<file path="src/rtl/add_share_ctrl.sv">
// Round-robin arbiter that shares one external add/sub unit among NUM_REQ requesters.
// One issue stage drives the adder and one response stage returns the result to its owner.
module add_share_ctrl #(
   parameter int NUM_REQ = 4,
   parameter int WIDTH   = 32,
   localparam int ID_W   = (NUM_REQ > 1) ? $clog2(NUM_REQ) : 1
) (
   input  logic                     clk,
   input  logic                     rst_n,
   input  logic [NUM_REQ-1:0]       req_valid,
   output logic [NUM_REQ-1:0]       req_ready,
   input  logic [NUM_REQ*WIDTH-1:0] req_a,
   input  logic [NUM_REQ*WIDTH-1:0] req_b,
   input  logic [NUM_REQ-1:0]       req_ci,
   input  logic [NUM_REQ-1:0]       req_sub,
   input  logic [NUM_REQ-1:0]       req_sign,
   input  logic [NUM_REQ-1:0]       req_chain,
   output logic [WIDTH-1:0]         add_a,
   output logic [WIDTH-1:0]         add_b,
   output logic                     add_ci,
   output logic                     add_sub,
   output logic                     add_sign,
   input  logic [WIDTH-1:0]         add_s,
   input  logic                     add_co,
   input  logic                     add_ovf,
   output logic [NUM_REQ-1:0]       rsp_valid,
   output logic [ID_W-1:0]          rsp_id,
   output logic [WIDTH-1:0]         rsp_s,
   output logic                     rsp_co,
   output logic                     rsp_ovf
);

   typedef enum logic {StArb, StLocked} state_t;

   state_t          state;
   logic [ID_W-1:0] rr_ptr;
   logic [ID_W-1:0] owner;
   logic            iss_valid;
   logic [ID_W-1:0] iss_id;

   logic            grant_any;
   logic [ID_W-1:0] grant_id;
   logic [ID_W-1:0] sel_id;
   logic            accept;
   logic [ID_W-1:0] rr_next;
   logic [WIDTH-1:0] sel_a;
   logic [WIDTH-1:0] sel_b;

   // First valid requester at or above rr_ptr, wrapping around.
   always_comb begin
      grant_any = 1'b0;
      grant_id  = '0;
      for (int k = 0; k < NUM_REQ; k++) begin
         if (!grant_any && req_valid[(int'(rr_ptr) + k) % NUM_REQ]) begin
            grant_any = 1'b1;
            grant_id  = ID_W'((int'(rr_ptr) + k) % NUM_REQ);
         end
      end
   end

   always_comb begin
      req_ready = '0;
      if (state == StLocked) begin
         req_ready[owner] = req_valid[owner];
      end else if (grant_any) begin
         req_ready[grant_id] = 1'b1;
      end
   end

   always_comb begin
      sel_id  = (state == StLocked) ? owner : grant_id;
      accept  = |(req_valid & req_ready);
      sel_a   = req_a[int'(sel_id)*WIDTH +: WIDTH];
      sel_b   = req_b[int'(sel_id)*WIDTH +: WIDTH];
      rr_next = (int'(sel_id) == NUM_REQ - 1) ? '0 : sel_id + 1'b1;
   end

   always_ff @(posedge clk or negedge rst_n) begin
      if (!rst_n) begin
         state     <= StArb;
         rr_ptr    <= '0;
         owner     <= '0;
         iss_valid <= 1'b0;
         iss_id    <= '0;
         add_a     <= '0;
         add_b     <= '0;
         add_ci    <= 1'b0;
         add_sub   <= 1'b0;
         add_sign  <= 1'b0;
         rsp_valid <= '0;
         rsp_id    <= '0;
         rsp_s     <= '0;
         rsp_co    <= 1'b0;
         rsp_ovf   <= 1'b0;
      end else begin
         iss_valid <= accept;
         // Operand regs hold across stalls so add_co still reflects the previous chained beat.
         if (accept) begin
            iss_id   <= sel_id;
            add_a    <= sel_a;
            add_b    <= sel_b;
            add_sub  <= req_sub[sel_id];
            add_sign <= req_sign[sel_id];
            // Adder applies ci^sub internally, so this recovers the previous raw carry.
            add_ci   <= (state == StLocked) ? (add_co ^ req_sub[sel_id]) : req_ci[sel_id];
            if (req_chain[sel_id]) begin
               state <= StLocked;
               owner <= sel_id;
            end else begin
               state  <= StArb;
               rr_ptr <= rr_next;
            end
         end

         rsp_valid <= '0;
         if (iss_valid) begin
            rsp_valid[iss_id] <= 1'b1;
            rsp_id            <= iss_id;
            rsp_s             <= add_s;
            rsp_co            <= add_co;
            rsp_ovf           <= add_ovf;
         end
      end
   end

endmodule

</file>
<file path="config.mk">
export PLATFORM = sky130hd
export DESIGN_NAME = add_share_ctrl
export DESIGN_NICKNAME = d
export VERILOG_FILES = /design/src/rtl/add_share_ctrl.sv
export SDC_FILE = /design/constraint.sdc
export NUM_CORES = 1
export LEC_CHECK = 0
export BUFFER_PORTS_ARGS = -buffer_cell sky130_fd_sc_hd__buf_4
export CORE_AREA = 2 2 163 165
export DETAILED_ROUTE_END_ITERATION = 16
export DIE_AREA = 0 0 165 167
export PLACE_DENSITY = 0.58
export SYNTH_ARGS = -nofsm -noshare
export SYNTH_HDL_FRONTEND = slang
export SYNTH_SLANG_ARGS = --single-unit
</file>
<file path="constraint.sdc">
create_clock -name clk -period 4.9 [get_ports clk]
set_input_delay 0.98 -clock clk [delete_from_list [all_inputs] [get_ports clk]]
set_output_delay 0.98 -clock clk [all_outputs]
set_load 0.005 [all_outputs]
</file>
==> flow_summary.ini <==
[run_status]
outcome = finished clean

[global_route]
grt_antenna_before_repair = 1
grt_max_degree = 135
grt_first_pass_wirelength_um = 37400
grt-ovfl-total = 0
track_usage = 0.174
via_count_of_the_first_global_routing_pass = 6809

[floorplanning]
core-area_um2 = 25800
die_outline_area_um2 = 27600
die_height_um = 167
floorplan.io_pins = 423
row_count = 59
dieWidth_um = 165
floorplan.initialDensity = 0.258

[clock_network]
tritoncts = built
ctsResizeCount = 0
ctsHoldBuffers = 0
cts_post_setup_buffers_inserted = 0
numClockSinks = 115
clock_insertion_delay_worst_skew_ns = 0.41
cts_buffer_depth = 2
numCtsBuffers = 17
cts.reportedPaths.clkPinSlew_ns = 0.06
cts.root.buffer_cell = clkbuf_16
htree_levels = 4

[sta]
timing.final.max_slew_violations = 0
whs_ns = 0.477
achievable-frequency_ghz = 0.312
totalNegativeSetupSlack_ns = 0
max_slew.worst_pin.slew_ns = 0.796
final_min_period_over_clock_period = 0.654
worst_slew_margin_rel = 0.469
unrepaired_setup_endpoints_after_global_routing = false
timing.clock.skew_ns = 0.0108
min_period_ns = 3.20
setup_viol = 0
report.final.hold_viol_count = 0

[synth]
ys.flop_type = dfrtp_1
synth_top_cell_area_share = 0.433
yosysWarnings = 0
synth_cell_types = 48
synth.yosys.seq_area_share = 0.433
synthesis.area_um2 = 6640
synth-seq-cells = 115
most_area_consuming_cells_after_synthesis = dfrtp_1, a311oi_1, nand2_1
synthesized_area_divided_by_synthesized_cell_count_um2 = 9.60
synth_enable_flop_cells = 0
postSynth.asyncResetShare = 1.00
netlist_instances = 692
netlist.top_cell.by_area = dfrtp_1
syn_nets = 1004

[hold_path]
hold_path.class = flop to flop

[power_and_ir_drop]
total_leakage_power_nw = 5.26
total_power_mw = 7.13
power_density_nw_per_um2 = 668
irDropWorstVdd_v = 0.000297

[routing]
drt_first_iter_violations = 404
postRouteAntennaNets = 0
detailroute.via_count = 6869
route.detailed.wl_per_inst_um = 17.4
post-route-drc-count = 0
wirelength_um = 24800
drtPass1Iterations = 5
via_density_per_instance = 4.82

[placed_design]
detailedPlacementHpwl_um = 18200
placed_area_um2 = 10000
place.detailed.instances = 1392
port_buffer_count = 422
place_congestion = 0.853

[setup_path]
worstPathRequired_ns = 3.92
worstPathArrival_ns = 2.22
worstSetupPathType = input pin to primary output
startpoint_type = input pin
crit_path_max_fanout = 8
worstSetupEndpointType = primary output

[finish]
num-fill-cells = 2627
most_common_cell_after_layout_fill_and_taps_aside = buf_4
layoutNonFillerInstCount = 1425
design.final.nets = 1388
post_route_cells_drive_above_1_share = 0.466
synthToLayoutAreaGrowth_pct = 60.5
mostFrequentLayoutCells = buf_4, nand2_1, dfrtp_1, a21o_1
fin_area_um2 = 10700

[flow_run]
maxCapViolations = 0
## layer usage
metal / GRT usage / share of wire
met4: 0.0473 / 0.015
met3: 0.0496 / 0.081
met2: 0.298 / 0.49
met5: 0 / 0
met1: 0.212 / 0.41
## synth_stat cells, drive strengths merged, types with 2 or more instances
cell    instances
mux2           40
inv             5
nand2         145
a21boi          2
a311oi         66
o22ai           2
a31oi           2
nor2            4
a211oi         65
and2           66
nand2b          3
o31ai           4
nand3           3
mux2i           7
a21o           66
a21oi           5
nand4b          2
dfrtp         115
o21ai           7
buf            47
clkbuf         19
## through the flow
step | setup slack (ns) | util
global placement | 1.43 | 0.390
finish | 1.70 | 0.414
detailed placement | 1.36 | 0.390
global route | 1.62 | 0.414
floorplan | 2.09 | -
CTS | 1.69 | 0.414
## report_power, final
| group | switching, mW | internal (mW) |
|---|---|---|
| Sequential | 0.319 | 1.45 |
| Clock | 0.538 | 0.775 |
| Combinational | 2.08 | 1.97 |
| Total | 2.93 | 4.19 |
## sequential cells by signal, indices dropped and copies added (netlist names)
name	count
rsp_id	2
owner	2
iss_id	2
add_b	32
add_ci	1
add_sub	1
iss_valid	1
add_sign	1
rsp_co	1
rsp_ovf	1
rr_ptr	2
rsp_s	32
add_a	32
rsp_valid	4
state	1
## worst max-delay path, cell delays in order
cell and delay (ns):
buf_4 0.14, a21boi_0 0.24, nor2_1 0.08, or2_2 0.34, o31ai_1 0.26, buf_4 0.17
## path summary, 6_finish.rpt
path,start,endpoint,slack [ns],depth (start not counted)
min reg2reg,add_a[26],add_a[26],0.48,1
max reg2reg,rr_ptr[1],add_b[10],2.04,8
min in group asynchronous,rst_n,add_a[23],0.65,2
min,add_a[26],add_a[26],0.48,1
max in group asynchronous,rst_n,add_b[12],3.75,2
max,req_valid[0],req_ready[1],1.70,6
## area by class of cell
| cell class | count | area, µm² | share of cell area |
|---|---|---|---|
| tap | 335 | 419 | 0.0393 |
| multi-input combinational | 506 | 3440 | 0.322 |
| clock buffer | 17 | 425 | 0.0399 |
| inverter | 5 | 18.8 | 0.00176 |
| clock inverter | 15 | 184 | 0.0173 |
| sequential | 115 | 2880 | 0.270 |
| timing repair buffer | 431 | 3300 | 0.309 |
| antenna | 1 | 2.50 | 0.000235 |
## logic make-up after synthesis
kind of cell / share of synthesized area
AND/OR/NAND/NOR: 0.165
XOR/XNOR: 0.00132
AO/OA/AOI/OAI: 0.268
multiplexers: 0.0802
flip-flops: 0.433
buffers and inverters: 0.0524
Note: power is estimated with default switching activity, not from simulation.
